**src/rtl/ysyx_23060136_bht_pkg.sv**
```systemverilog
// Shared types and constants for the IFU branch history table.
// Optional performance counters are enabled by YSYX_23060136_BHT_PERF_EN.
package ysyx_23060136_bht_pkg;

    localparam int unsigned BITS_W           = 32;
    localparam int unsigned BHT_ENTRIES_DFLT = 16;

    localparam logic [1:0] SNT     = 2'b00;
    localparam logic [1:0] WNT     = 2'b01;
    localparam logic [1:0] WT      = 2'b10;
    localparam logic [1:0] ST      = 2'b11;
    localparam logic [1:0] CTR_RST = WNT;

    typedef struct packed {
        logic              valid;
        logic [BITS_W-1:0] tag;
        logic [BITS_W-1:0] target;
        logic [1:0]        ctr;
    } bht_entry_t;

    // Tag is kept right-aligned in a full-width field; the unused upper bits stay zero.
    function automatic logic [BITS_W-1:0] bht_tag(input logic [BITS_W-1:0] pc,
                                                  input int unsigned       idx_w);
        return pc >> (idx_w + 2);
    endfunction

endpackage

```
**src/rtl/ysyx_23060136_bht_ctr_next.sv**
```systemverilog
// Two-bit saturating counter next-state: count up on taken, down otherwise.
module ysyx_23060136_bht_ctr_next
    import ysyx_23060136_bht_pkg::*;
(
    input  logic [1:0] ctr_i,
    input  logic       taken_i,
    output logic [1:0] ctr_n_o
);

    always_comb begin
        ctr_n_o = ctr_i;
        if (taken_i) begin
            if (ctr_i != ST) ctr_n_o = ctr_i + 2'd1;
        end else begin
            if (ctr_i != SNT) ctr_n_o = ctr_i - 2'd1;
        end
    end

endmodule

```
**src/rtl/ysyx_23060136_ifu_bht.sv**
```systemverilog
// Direct-mapped, tagged BHT/BTB: combinational lookup for fetch, trained by EXU2 resolution.
// Define YSYX_23060136_BHT_PERF_EN to add the prediction correct/wrong counters.
module ysyx_23060136_ifu_bht
    import ysyx_23060136_bht_pkg::*;
#(
    parameter int unsigned BHT_ENTRIES = BHT_ENTRIES_DFLT
) (
    input  logic              clk,
    input  logic              rst,
    input  logic [BITS_W-1:0] IFU_pc,
    output logic              IFU_pre_take,
    output logic [BITS_W-1:0] IFU_pre_target,
    input  logic [BITS_W-1:0] BHT_pc,
    input  logic              BHT_pre_true,
    input  logic              BHT_pre_false,
    input  logic              BHT_pre_take,
    input  logic [BITS_W-1:0] BHT_target,
`ifdef YSYX_23060136_BHT_PERF_EN
    output logic [31:0]       perf_bht_correct,
    output logic [31:0]       perf_bht_wrong,
`endif
    input  logic              BHT_flush
);

    localparam int unsigned BHT_IDX_W = $clog2(BHT_ENTRIES);

    logic [BHT_ENTRIES-1:0] valid_q;
    logic [1:0]             ctr_q    [BHT_ENTRIES];
    logic [BITS_W-1:0]      tag_q    [BHT_ENTRIES];
    logic [BITS_W-1:0]      target_q [BHT_ENTRIES];

    logic [BHT_IDX_W-1:0] rd_idx;
    logic [BHT_IDX_W-1:0] wr_idx;
    logic                 rd_hit;
    logic                 wr_hit;
    logic                 upd;
    logic                 taken;
    logic                 we;
    logic [1:0]           ctr_n;
    bht_entry_t           entry_d;

    // Lookup path: reads current contents only, no bypass from a same-cycle update.
    assign rd_idx         = BHT_IDX_W'(IFU_pc >> 2);
    assign rd_hit         = valid_q[rd_idx] && (tag_q[rd_idx] == bht_tag(IFU_pc, BHT_IDX_W));
    assign IFU_pre_take   = rd_hit & ctr_q[rd_idx][1];
    assign IFU_pre_target = rd_hit ? target_q[rd_idx] : '0;

    // Both resolution flags high is treated as a misprediction.
    assign upd    = BHT_pre_true | BHT_pre_false;
    assign taken  = BHT_pre_take ^ BHT_pre_false;
    assign wr_idx = BHT_IDX_W'(BHT_pc >> 2);
    assign wr_hit = valid_q[wr_idx] && (tag_q[wr_idx] == bht_tag(BHT_pc, BHT_IDX_W));

    ysyx_23060136_bht_ctr_next u_ctr_next (
        .ctr_i   (ctr_q[wr_idx]),
        .taken_i (taken),
        .ctr_n_o (ctr_n)
    );

    always_comb begin
        we      = 1'b0;
        entry_d = '{valid: 1'b1, tag: bht_tag(BHT_pc, BHT_IDX_W),
                    target: target_q[wr_idx], ctr: ctr_n};
        if (upd && !BHT_flush) begin
            if (wr_hit) begin
                we = 1'b1;
                if (taken) entry_d.target = BHT_target;
            end else if (taken) begin
                we             = 1'b1;
                entry_d.target = BHT_target;
                entry_d.ctr    = WT;
            end
        end
    end

    always_ff @(posedge clk or posedge rst) begin
        if (rst) begin
            valid_q <= '0;
            for (int i = 0; i < int'(BHT_ENTRIES); i++) ctr_q[i] <= CTR_RST;
        end else if (BHT_flush) begin
            valid_q <= '0;
        end else if (we) begin
            valid_q[wr_idx] <= entry_d.valid;
            ctr_q[wr_idx]   <= entry_d.ctr;
        end
    end

    // Tag/target storage has no reset; valid gates every use of it.
    always_ff @(posedge clk) begin
        if (we && !rst) begin
            tag_q[wr_idx]    <= entry_d.tag;
            target_q[wr_idx] <= entry_d.target;
        end
    end

`ifdef YSYX_23060136_BHT_PERF_EN
    logic [31:0] perf_correct_q;
    logic [31:0] perf_wrong_q;

    always_ff @(posedge clk or posedge rst) begin
        if (rst) begin
            perf_correct_q <= '0;
            perf_wrong_q   <= '0;
        end else begin
            if (BHT_pre_true && !BHT_pre_false) perf_correct_q <= perf_correct_q + 32'd1;
            if (BHT_pre_false)                  perf_wrong_q   <= perf_wrong_q + 32'd1;
        end
    end

    assign perf_bht_correct = perf_correct_q;
    assign perf_bht_wrong   = perf_wrong_q;
`endif

    a_pre_excl: assert property (@(posedge clk) disable iff (rst) !(BHT_pre_true && BHT_pre_false));

endmodule

```
**config.mk**
```make
export PLATFORM = sky130hd
export DESIGN_NAME = ysyx_23060136_ifu_bht
export DESIGN_NICKNAME = d
export VERILOG_FILES = /design/src/rtl/ysyx_23060136_bht_pkg.sv /design/src/rtl/ysyx_23060136_bht_ctr_next.sv /design/src/rtl/ysyx_23060136_ifu_bht.sv
export SDC_FILE = /design/constraint.sdc
export NUM_CORES = 1
export LEC_CHECK = 0
export ABC_AREA = 1
export CORE_MARGIN = 2
export CORE_UTILIZATION = 45
export CTS_CLUSTER_DIAMETER = 60
export DETAILED_ROUTE_END_ITERATION = 8
export PLACE_DENSITY = 0.57
export SLEW_MARGIN = 5
export SYNTH_ARGS = -nofsm -noshare
export SYNTH_HDL_FRONTEND = slang
export SYNTH_SLANG_ARGS = --single-unit
```
**constraint.sdc**
```tcl
create_clock -name clk -period 5.3 [get_ports clk]
set_input_delay 1.325 -clock clk [delete_from_list [all_inputs] [get_ports clk]]
set_output_delay 1.325 -clock clk [all_outputs]
set_load 0.05 [all_outputs]
```
==> run_results.csv <==
group,metric,value,unit
global_route,globalRoute.busiestLayer,"met2",
synthesis,top_area_cells_in_the_synthesized_netlist,"sky130_fd_sc_hd__edfxtp_1 63%, sky130_fd_sc_hd__nand2_1 12%, sky130_fd_sc_hd__a21oi_1 3.7%, sky130_fd_sc_hd__nor2_1 3.4%, sky130_fd_sc_hd__o21ai_0 3.0%",
timing,post-route-period-util,98.53,%
setup_path,setup.reg_to_reg.worst_slack,2.06,ns
synthesis,avgSynthCellArea,10.11,um^2
pwr,p_leak,19.19,nW
synthesis,synth.top_cell.area_share,62.98,%
pwr,max-vdd-ir-drop,0.2356,mV
global_route,grtUsageMet2,44.91,%
setup_path,critPathCaptureType,"output pin",
run_status,run_status,"complete, no violations",
place,hpwl,74930,um
synthesis,netlist_area,44250,um^2
global_route,first_pass_grt_wire_length,202300,um
worst_hold_path,min_delay_worst_endpoint,"ctr_q[26]",
global_route,grt_use_total,26.58,%
synthesis,syn-instance-count,4376,
route,post-route-drc-count,0,
route,post_drt_wl_per_cell,23.03,um
worst_hold_path,hold_path_class,"reg -> reg",
route,drt_wl_total,136700,um
synthesis,synthTopCellsByCount,"1,411 x sky130_fd_sc_hd__nand2_1, 928 x sky130_fd_sc_hd__edfxtp_1, 403 x sky130_fd_sc_hd__nor2_1",
cts,clockBufferDepth,3,
timing,period_minus_slack,5.222,ns
global_route,grt-ovfl-total,0,
pwr,power.density_cell_area,325.1,nW/um^2
cts,cts_htree_levels,3,
cts,post_cts_buffers,0,
job,drv_cap,0,
setup_path,r2r_end,"tag_q[11][12]",
cts,cts_buffers,106,
timing,worst-slew-pin-transition,0.9066,ns
synthesis,edff_count_synth,928,
setup_path,worst_ep_required_time,3.97,ns
cts,worstSkewPairLatency,0.71,ns
floorplan,io_pins,135,
floorplan,floorplan.die.height,317.6,um
place,i_o_buffers,130,
worst_hold_path,holdPathStages,2,
global_route,largest_net_degree_at_the_start_of_global_routing,185,
layout,drive_above_1_share,11.31,%
setup_path,cp.arrival,3.90,ns
setup_path,worst_r2r_startpoint,"tag_q[15][15]",
setup_path,critical_path.max_fanout,33,
layout,final_nets,4663,
floorplan,chipWidth,317.6,um
floorplan,core,97990,um^2
synthesis,synth.most_common_cell,"sky130_fd_sc_hd__nand2_1",
place,gp_congestion,0.8520,
floorplan,placementRows,115,
timing,report.final.setup_viol,0,
pwr,post-layout-total-power,0.01721,W
synthesis,synthDominantAreaCellType,"sky130_fd_sc_hd__edfxtp_1",
timing,fin_worst_hold_slack,0.4669,ns
synthesis,asyncSetResetFlopFracSynth,4.918,%
timing,clock.fmax,0.1915,GHz
setup_path,critPathLaunchType,"input port",
route,drtPass1Iterations,6,
global_route,met3_usage,3.484,%
setup_path,setup.worst_path.class,"in -> out",
cts,cts_num_sinks,976,
route,vias_per_cell,5.708,
cts,ctsRootBufferMaster,"sky130_fd_sc_hd__clkbuf_16",
route,1st_iter_drt_viols,3909,
synthesis,synth.ff_latch_count,976,
synthesis,yosysSeqAreaShare,65.74,%
global_route,via_count_of_the_first_global_routing_pass,31960,
timing,clock-skew-final,0.03145,ns
setup_path,timing.reg2reg.worst_path_depth,17,
layout,areaGrowthSynthToFinish,19.64,%
synthesis,ys_types,32,
cts,clk_pin_slew_worst_paths,0.06,ns
timing,report.final.slew_viol_count,0,
timing,rsz0062_at_grt,"yes",
timing,maxSlewHeadroom,39.56,%
floorplan,die-area,100900,um^2
route,postRouteAntennaNets,0,
cts,tritoncts,"built",
cts,postCtsHoldBufs,0,
global_route,grt.met1_usage,35.96,%
floorplan,floorplan.initialDensity,45.16,%
synthesis,synth-main-ff-cell,"sky130_fd_sc_hd__edfxtp_1",
layout,antenna_cells,0,
timing,timing_hold_violations_final,0,
worst_hold_path,min-delay-start,"ctr_q[26]",
global_route,grt_antenna_before_repair,0,
synthesis,synthesis.nets,4478,
synthesis,yosysWarnings,0,
route,routed-via-count,33880,
==> kinds of logic after synthesis <==
kind of cell | Yosys count | synth area share (%)
AOI/OAI and AO/OA | 904 | 12.28
buffers and inverters | 488 | 4.292
xor gates and xnor gates | 10 | 0.1979
DFF | 976 | 65.74
and+or+nand+nor | 1998 | 17.49
==> what timing repair did <==
item                       CTS  global route
setup endpoints to repair   11            33
cloned                       0             2
gates resized for setup      5            34
hold endpoints to repair     0             0
==> final cells by class <==
class / count / area (um^2)
fill: 8512 / 45050
inverter: 192 / 759.5
sequential: 976 / 29090
multi-input combinational: 2912 / 13670
timing repair buffer: 373 / 4494
clock inverter: 65 / 550.5
tap: 1287 / 1610
clock buffer: 131 / 2768
==> per-layer routing <==
metal | part of all wire [%] | vias to the layer above
met5 | 0 | -
met3 | 7.2 | 252
met2 | 48 | 1482
met1 | 42 | 16460
met4 | 2.9 | 0
li1 | - | 15680
==> report_power, final <==
part | switching, W | leakage [nW] | internal [W] | total (W)
clock network | 0.00310 | 1.61 | 0.00397 | 0.00707
logic | 0.00105 | 9.52 | 0.000514 | 0.00157
registers | 0.0000384 | 8.06 | 0.00853 | 0.00857
total | 0.00419 | 19.2 | 0.0130 | 0.0172
==> through the flow <==
stage	instances	cell area (um^2)	utilization, %	setup WS, ns	setup TNS, ns
6_report	5936	52940	54.03	0.07771	0
5_1_grt	5936	52940	54.03	-0.01689	-0.06734
4_1_cts	5934	52740	53.83	0.003350	0
3_5_place_dp	5738	49400	50.42	-0.05875	-0.1213
3_3_place_gp	5738	49400	50.42	-0.05297	-0.1098
2_1_floorplan	4376	44280	-	-0.2475	-6.518
==> worst max-delay path, stage by stage <==
cell and delay [ns]:
sky130_fd_sc_hd__buf_12 0.15, sky130_fd_sc_hd__inv_8 0.19, sky130_fd_sc_hd__buf_12 0.21, sky130_fd_sc_hd__buf_12 0.14, sky130_fd_sc_hd__o21ai_0 0.07, sky130_fd_sc_hd__o211ai_1 0.19
sky130_fd_sc_hd__nand3_1 0.09, sky130_fd_sc_hd__nand2_1 0.11, sky130_fd_sc_hd__inv_1 0.10, sky130_fd_sc_hd__nand2_1 0.06, sky130_fd_sc_hd__o21ai_0 0.07, sky130_fd_sc_hd__nor3_1 0.21
sky130_fd_sc_hd__nand3_2 0.13, sky130_fd_sc_hd__buf_12 0.20, sky130_fd_sc_hd__nor3_2 0.25, sky130_fd_sc_hd__buf_4 0.16, sky130_fd_sc_hd__buf_12 0.12
==> state kept, by name (all words and copies together), names as in the netlist <==
name / flops
target_q: 512
ctr_q: 32
tag_q: 416
valid_q: 16
==> cell usage in the layout (no fill, tap or decap), types with 35 or more instances in the layout <==
cell type and instances:
sky130_fd_sc_hd__nor2_1 369, sky130_fd_sc_hd__clkdlybuf4s50_1 91, sky130_fd_sc_hd__o211ai_1 70, sky130_fd_sc_hd__buf_4 161, sky130_fd_sc_hd__a21oi_1 325, sky130_fd_sc_hd__o21ai_0 264, sky130_fd_sc_hd__clkbuf_16 109, sky130_fd_sc_hd__nand2_1 1405
sky130_fd_sc_hd__edfxtp_1 928, sky130_fd_sc_hd__nor2_4 35, sky130_fd_sc_hd__inv_1 184, sky130_fd_sc_hd__a221oi_1 117, sky130_fd_sc_hd__nand3_1 134, sky130_fd_sc_hd__buf_12 109
==> how the worst max path moves through the flow <==
| stage | from | endpoint | slack, ns |
|---|---|---|---|
| 6_report | IFU_pc[3] | IFU_pre_target[25] | 0.08 |
| 5_1_grt | IFU_pc[2] | IFU_pre_target[16] | -0.02 |
| 4_1_cts | IFU_pc[2] | IFU_pre_target[12] | 0.003 |
| 3_5_place_dp | IFU_pc[2] | IFU_pre_target[31] | -0.06 |
| 3_3_place_gp | IFU_pc[2] | IFU_pre_target[0] | -0.05 |
| 2_1_floorplan | IFU_pc[2] | IFU_pre_target[5] | -0.25 |
Power figures use the tool's default switching activity.
